[config.mk]
export PLATFORM = sky130hd
export DESIGN_NAME = ladybird_stream_arbiter
export DESIGN_NICKNAME = d
export VERILOG_FILES = /design/src/rtl/ladybird_arb_pkg.sv /design/src/rtl/ladybird_rr_picker.sv /design/src/rtl/ladybird_stream_arbiter.sv
export SDC_FILE = /design/constraint.sdc
export NUM_CORES = 1
export LEC_CHECK = 0
export ABC_AREA = 0
export BUFFER_PORTS_ARGS = -buffer_cell sky130_fd_sc_hd__buf_2
export CORE_MARGIN = 2
export CORE_UTILIZATION = 30
export DETAILED_ROUTE_END_ITERATION = 10
export HOLD_SLACK_MARGIN = 0.08
export PLACE_DENSITY = 0.68
export SLEW_MARGIN = 20
export SYNTH_ARGS = -nofsm -noshare
export SYNTH_HDL_FRONTEND = slang
export SYNTH_SLANG_ARGS = --single-unit
[constraint.sdc]
create_clock -name clk -period 2.95 [get_ports clk]
set_input_delay 0.1475 -clock clk [delete_from_list [all_inputs] [get_ports clk]]
set_output_delay 0.1475 -clock clk [all_outputs]
set_load 0.05 [all_outputs]
[src/rtl/ladybird_arb_pkg.sv]
// ladybird_arb_pkg: shared arbiter state type and the round-robin pick function.
package ladybird_arb_pkg;

    localparam int ARB_MAX_REQ = 8;
    localparam int ARB_IDX_W = 3;

    typedef enum logic {ARB_IDLE, ARB_LOCKED} arb_state_t;

    typedef struct packed {
        logic                 found;
        logic [ARB_IDX_W-1:0] idx;
    } rr_pick_t;

    // The loop has a fixed trip count; entries beyond n_req are masked off.
    function automatic rr_pick_t rr_pick(input logic [ARB_MAX_REQ-1:0] req,
                                         input logic [ARB_IDX_W-1:0] last_grant,
                                         input int n_req);
        rr_pick_t r;
        int i;
        r = '0;
        for (int k = 1; k <= ARB_MAX_REQ; k++) begin
            i = (int'(last_grant) + k) % n_req;
            if (k <= n_req && !r.found && req[i]) begin
                r.found = 1'b1;
                r.idx   = ARB_IDX_W'(i);
            end
        end
        return r;
    endfunction

endpackage

[src/rtl/ladybird_rr_picker.sv]
// ladybird_rr_picker: combinational round-robin selection starting after last_grant.
module ladybird_rr_picker
    import ladybird_arb_pkg::*;
#(
    parameter int N_REQ = 4,
    localparam int ID_W = $clog2(N_REQ)
) (
    input  logic [N_REQ-1:0] req,
    input  logic [ID_W-1:0]  last_grant,
    output logic [ID_W-1:0]  pick,
    output logic             found
);

    rr_pick_t r;

    always_comb begin
        r     = rr_pick(ARB_MAX_REQ'(req), ARB_IDX_W'(last_grant), N_REQ);
        pick  = ID_W'(r.idx);
        found = r.found;
    end

endmodule

[src/rtl/ladybird_stream_arbiter.sv]
// ladybird_stream_arbiter: packet-locked round-robin arbiter for N_REQ valid/ready streams.
// Define LADYBIRD_ARB_STATS_EN to add saturating per-requester packet counters (pkt_count).
module ladybird_stream_arbiter
    import ladybird_arb_pkg::*;
#(
    parameter int N_REQ  = 4,
    parameter int DATA_W = 8,
    parameter int CNT_W  = 16,
    localparam int ID_W  = $clog2(N_REQ)
) (
    input  logic                    clk,
    input  logic                    anrst,
    input  logic                    nrst,
    input  logic [N_REQ*DATA_W-1:0] s_data,
    input  logic [N_REQ-1:0]        s_valid,
    input  logic [N_REQ-1:0]        s_last,
    output logic [N_REQ-1:0]        s_ready,
    output logic [DATA_W-1:0]       m_data,
    output logic                    m_valid,
    output logic                    m_last,
    input  logic                    m_ready,
    output logic [ID_W-1:0]         grant_id,
    output logic                    busy
`ifdef LADYBIRD_ARB_STATS_EN
    ,
    output logic [N_REQ*CNT_W-1:0]  pkt_count
`endif
);

    if (N_REQ < 2 || N_REQ > ARB_MAX_REQ || CNT_W < 1) begin : g_bad_cfg
        $error("ladybird_stream_arbiter: N_REQ must be 2..8 and CNT_W >= 1");
    end

    arb_state_t      state, state_nx;
    logic [ID_W-1:0] last_grant, pick;
    logic            found, done;

    ladybird_rr_picker #(.N_REQ(N_REQ)) u_picker (
        .req        (s_valid),
        .last_grant (last_grant),
        .pick       (pick),
        .found      (found)
    );

    always_comb begin
        busy     = state == ARB_LOCKED;
        m_valid  = busy & s_valid[grant_id];
        m_data   = s_data[grant_id*DATA_W +: DATA_W];
        m_last   = s_last[grant_id];
        s_ready  = busy ? (N_REQ'(m_ready) << grant_id) : '0;
        done     = m_valid & m_ready & m_last;
        state_nx = (state == ARB_IDLE) ? (found ? ARB_LOCKED : ARB_IDLE)
                                       : (done ? ARB_IDLE : ARB_LOCKED);
    end

    // Resetting last_grant to N_REQ-1 gives requester 0 first priority.
    always_ff @(posedge clk or negedge anrst) begin
        if (!anrst) begin
            state      <= ARB_IDLE;
            grant_id   <= '0;
            last_grant <= ID_W'(N_REQ - 1);
        end else if (!nrst) begin
            state      <= ARB_IDLE;
            grant_id   <= '0;
            last_grant <= ID_W'(N_REQ - 1);
        end else begin
            state <= state_nx;
            if (state == ARB_IDLE && found) grant_id <= pick;
            if (done) last_grant <= grant_id;
        end
    end

`ifdef LADYBIRD_ARB_STATS_EN
    logic [CNT_W-1:0] cnt [N_REQ];

    always_ff @(posedge clk or negedge anrst) begin
        if (!anrst) cnt <= '{default: '0};
        else if (!nrst) cnt <= '{default: '0};
        else if (done && cnt[grant_id] != '1) cnt[grant_id] <= cnt[grant_id] + 1'b1;
    end

    for (genvar i = 0; i < N_REQ; i++) begin : g_cnt
        assign pkt_count[i*CNT_W +: CNT_W] = cnt[i];
    end
`endif

endmodule

==> out/qor.yml, run 1 <==
gp_congestion: 0.816
clockBufferDepth: 2
path_clk_slew_ns: 0.04
synth_top_area_cell: "mux4_2"
seq_area_um2: 128
dr_total_vias: 774
netlist_area_um2: 642
postSynth.asyncResetShare_pct: 100
drc: 0
ys.flop_type: "dfrtp_1"
ys_warn_count: 0
h-tree-depth: 1
syn-num-nets: 106
hpwl_um: 1510
cts_tree: "built"
pre_cts_slack_ns: 0.946
layout.nets: 167
power.leakage_nw: 0.491
end_kind: "output pin"
rsz0062_at_grt: "false"
drive_above_1_share_pct: 60.7
multi_input_area_um2: 470
cts_resized: 0
syn2layout_area_growth_pct: 53.2
tns_ns: 0
ant_nets: 0
initial_core_util_pct: 32.4
cts-root-buf: "clkbuf_4"
worstPathMaxFanout: 17
synth_edf_count: 0
ys_ff_latch: 5
track_usage_pct: 14.6
wire_per_inst_um: 12.5
fmax_mhz: 483
grt_pass1_wl_um: 2840
status: "completed"
fill_cells: 193
netlist_instances: 62
hold_viol_final: 0
worst_slew_pin_slew_ns: 0.749
min_path_type: "input port to flop"
numCtsBuffers: 3
min_period_over_period_pct: 70.2
ioPinCount: 61
finalInstanceArea_um2: 983
timing.final.ws_setup_ns: 0.878
routed_wl_um: 1870
finalCriticalPeriod_ns: 2.07
die_y_um: 50.3
antenna_found_initial: 0
synth_top_area_share_pct: 21.1
irDropWorstVdd_mv: 0.169
grt_start_max_net_pins: 18
setup_viol_count_final: 0
synth.area.top_cells: "mux4_2 21%, mux4_1 12%, dfrtp_1 12%, dfstp_2 8.2%, mux2i_1 4.7%"
ys_seq_area_share_pct: 19.9
drv_cap: 0
clock_skew_ns: 0.00118
p_per_area_nw_per_um2: 376
clock_latency_ns: 0.24
slew_headroom_pct: 50.1
core_area_um2: 1980
dieWidth_um: 50.3
crit_type: "flop to output pin"
clock-sinks: 5
drt-initial-drc-count: 9
fin_util_pct: 49.6
drtPass1Iterations: 4
setup.worst_path.start_class: "flop"
gr-total-overflow: 0
dpl_cell_area_um2: 947
numPortBuffers: 60
routed_via_density: 5.19
dieArea_um2: 2530
cp.required_ns: 2.80
rows: 16
final_max_slew_viol_count: 0
num_antenna_cells: 0
grt_pass1_vias: 665
synth_cell_type_count: 33
cp.arrival_ns: 1.92
syn_avg_cell_area_um2: 10.4
worst paths after layout:
check / startpoint / end / slack (ns) / cells after the start
worst max-delay path: grant_id[0] / m_last / 0.88 / 2
worst max register to register: grant_id[0] / last_grant[1] / 0.97 / 3
min in group asynchronous: anrst / grant_id[0] / 0.26 / 2
worst min-delay path: nrst / last_grant[0] / 0.16 / 2
max in group asynchronous: anrst / last_grant[0] / 2.48 / 2
worst min register to register: last_grant[0] / last_grant[0] / 0.65 / 2
cells in the mapped netlist, types with 2 or more instances:
cell	count
clkbuf_1	2
mux2i_1	3
mux4_1	3
nand2b_1	2
o22ai_1	3
dfrtp_1	3
nor2_1	5
nand3_1	2
nand2_1	3
inv_1	4
o21ai_0	3
nor2b_1	2
mux4_2	6
dfstp_2	2
flip-flops by register name (all words and copies together) (netlist names):
| name | count |
|---|---|
| grant_id | 2 |
| last_grant | 2 |
| busy | 1 |
power breakdown:
part	leakage (nW)	internal [mW]	switching, mW	total [mW]
clock network	0.0150	0.0510	0.0260	0.0770
registers	0.0596	0.0747	0.0176	0.0923
logic	0.416	0.0774	0.123	0.201
total	0.491	0.203	0.167	0.370
kinds of logic (layout without fill, tap and decap cells):
kind of cell,count (synthesis),after routing,share of synthesized area [%]
simple gates,21,21,18.3
compound gates,15,15,17.0
mux,12,12,38.0
buf+inv,9,69,6.82
flops,5,5,19.9
through the flow:
stage                     hold slack (ns)  power, mW  cells
final                               0.155      0.370    149
after detailed placement          -0.0370      0.294    144
after global routing                0.160      0.391    149
after CTS                           0.147      0.373    149
after floorplan                    -0.148      0.237     62
after global placement            -0.0350      0.291    144
cells in the final DEF (no fill, tap or decap), types with 2 or more instances in the layout:
master | Yosys | layout
dfrtp_1 | 3 | 3
nand2_1 | 3 | 3
buf_2 | 1 | 60
o22ai_1 | 3 | 3
nor2_1 | 5 | 5
clkbuf_4 | 0 | 3
dfstp_2 | 2 | 2
o21ai_0 | 3 | 3
inv_1 | 4 | 4
nand2b_1 | 2 | 2
nand3_1 | 2 | 2
nor2b_1 | 2 | 2
mux4_2 | 6 | 6
mux4_1 | 3 | 3
mux2i_1 | 3 | 3
worst max-delay path, stage by stage, from the launching register on:
cell and delay, ns:
dfrtp_1 0.82, mux4_2 0.63, buf_2 0.23
layer usage:
layer  routed length, um  GRT usage [%]  vias up  share of wire (%)
li1                    -              -      372                  -
met2                 894           23.5       48                 48
met4                   0           6.94        0                  0
met3                 215           3.27        0                 12
met1                 758           18.3      354                 41
met5                   0              0        -                  0
area by class of cell:
class / instances / share of cell area, %
Tap cell: 27 / 3.44
Timing Repair Buffer: 61 / 31.6
Sequential cell: 5 / 13.0
Clock buffer: 4 / 2.67
Inverter: 4 / 1.53
Multi-Input combinational cell: 48 / 47.8
timing repair:
item                                   CTS  global route
hold buffers                             1             0
buffers inserted                         0             0
endpoints found under the hold margin    5             0
(Power assumes the default switching activity.)
==> run 2: changes to the inputs <==
PLACE_DENSITY = 0.71   (was 0.68)
clock period = 1.65 ns   (was 2.95 ns; I/O delays follow)
==> run 2 against run 1 <==
Net effect:
- the run now ends with negative setup slack left
- via count increased by 2.7%
- clock skew decreased by 0.0010 ns
- utilization increased by 4.5 points
- total power increased by 95%
- first-iteration DRC count increased by 120%
- worst setup slack got worse by 0.88 ns
- die area unchanged
- largest power group unchanged
- largest cell class unchanged
- flip-flop and latch count unchanged
==> out/qor.yml, run 2 (same netlist as run 1, synthesis figures left out) <==
p_per_area_nw_per_um2: 672  # +79%
slew_headroom_pct: 77.9  # +28 points
grt_pass1_vias: 710  # +6.8%
clock-sinks: 5  # unchanged
syn2layout_area_growth_pct: 67.1
ant_nets: 0  # unchanged
wire_per_inst_um: 13.4  # +6.9%
highest_layer: "met4"
layout.nets: 173  # +3.6%
wl_met1_um: 833  # +9.9%
grt_start_max_net_pins: 10  # -8
clock_skew_ns: 0.000187  # -0.000995 ns
rsz0062_at_grt: "true"
wl_met2_um: 999  # +12%
timing.final.ws_setup_ns: -0.00287  # -0.881 ns
tns_ns: -0.00287  # -0.00287 ns
clockBufferDepth: 2  # unchanged
seq_area_um2: 129  # +0.98%
clock_latency_ns: 0.24  # about the same
r2r_slack_ns: 0.07  # -0.90 ns
final_cell_mix: "56 x buf_2, 8 x mux4_2, 5 x buf_4"
die_y_um: 50.3  # unchanged
numCtsBuffers: 3  # unchanged
fin_util_pct: 54.1  # +4.5 points
fill_cells: 186  # -3.6%
initial_core_util_pct: 32.4  # unchanged
crit_type: "flop to output pin"
grt_pass1_wl_um: 3150  # +11%
routed_via_density: 5.13  # -1.3%
rows: 16  # unchanged
setup_viol_count_final: 1  # +1
worstPathMaxFanout: 4  # -13
status: "finished with violations"
end_kind: "output pin"
irDropWorstVdd_mv: 0.265  # +57%
core_area_um2: 1980  # unchanged
power_mw: 0.721  # +95%
ioPinCount: 61  # unchanged
antenna_found_initial: 0  # unchanged
dr_wl_met3_um: 223  # +3.7%
min_path_type: "input port to flop"
dieWidth_um: 50.3  # unchanged
drtPass1Iterations: 4  # unchanged
h-tree-depth: 1  # unchanged
track_usage_pct: 16.3  # +1.7 points
cts_tree: "built"
setup.worst_path.start_class: "flop"
gr-total-overflow: 0  # unchanged
cp.required_ns: 1.57  # -1.23 ns
final_max_slew_viol_count: 0  # unchanged
routed_wl_um: 2080  # +11%
numPortBuffers: 60  # unchanged
fmax_mhz: 605
path_clk_slew_ns: 0.04  # about the same
finalCriticalPeriod_ns: 1.65
drive_above_1_share_pct: 69.5  # +8.9 points
hpwl_um: 1640  # +9.2%
cts-root-buf: "clkbuf_4"
min_period_over_period_pct: 100
num_antenna_cells: 0  # unchanged
final_common_cell: "buf_2"
multi_input_area_um2: 480  # +2.1%
drv_cap: 0  # unchanged
worst_slew_pin_slew_ns: 0.327  # -0.422 ns
power.leakage_nw: 0.524  # +6.7%
violations: "negative setup slack"
cp.arrival_ns: 1.57  # -0.35 ns
drt-initial-drc-count: 20  # +11
dr_total_vias: 795  # +2.7%
dieArea_um2: 2530  # unchanged
hold_viol_final: 0  # unchanged
drc: 0  # unchanged
gp_congestion: 0.751  # -8.0%
-- run 2: path summary, 6_finish.rpt --
kind | from | endpoint | cells after the start
worst max-delay path | grant_id[0] | m_data[7] | 3
worst min-delay path | nrst | last_grant[0] | 2
worst max register to register | grant_id[0] | last_grant[1] | 4
worst min register to register | last_grant[0] | last_grant[0] | 2
max in group asynchronous | anrst | last_grant[1] | 2
min in group asynchronous | anrst | grant_id[1] | 2
-- run 2: cell type report --
cell class	instances	area share (%)
Multi-Input combinational cell	48	44.8
Timing Repair Buffer	67	36.2
Sequential cell	5	12.0
Tap cell	27	3.15
Clock buffer	4	2.45
Inverter	4	1.40
-- run 2: per-layer routing --
layer,vias to the layer above,GRT usage (%)
met5,-,0
met4,0,8.33
met3,2,3.57
met2,48,27.6
met1,366,19.1
li1,379,-
-- run 2: critical path: stages, from the launching register on --
cell and delay, ns:
dfrtp_2 0.40, buf_4 0.16, mux4_1 0.59, buf_6 0.18
-- run 2: through the flow --
| step | std cells | area [um2] | hold slack (ns) | setup slack [ns] |
|---|---|---|---|---|
| floorplan | 62 | 653 | -0.213 | -0.257 |
| global placement | 148 | 988 | -0.100 | 0.164 |
| detailed placement | 148 | 988 | -0.0970 | 0.145 |
| CTS | 155 | 1040 | 0.0858 | 0.00910 |
| global route | 155 | 1070 | 0.0923 | -0.0471 |
| finish | 155 | 1070 | 0.0907 | -0.00287 |
-- run 2: where the power goes --
| group | total [mW] | internal [mW] | switching (mW) |
|---|---|---|---|
| combinational | 0.433 | 0.178 | 0.256 |
| clock | 0.139 | 0.0913 | 0.0477 |
| sequential | 0.148 | 0.134 | 0.0139 |
| total | 0.721 | 0.403 | 0.317 |
-- run 2: repair_timing --
item                                   CTS  global route
setup buffers                            2             0
hold buffers                             1             0
gates resized for setup                  1            17
setup endpoints to repair                8             6
endpoints found under the hold margin    5             0
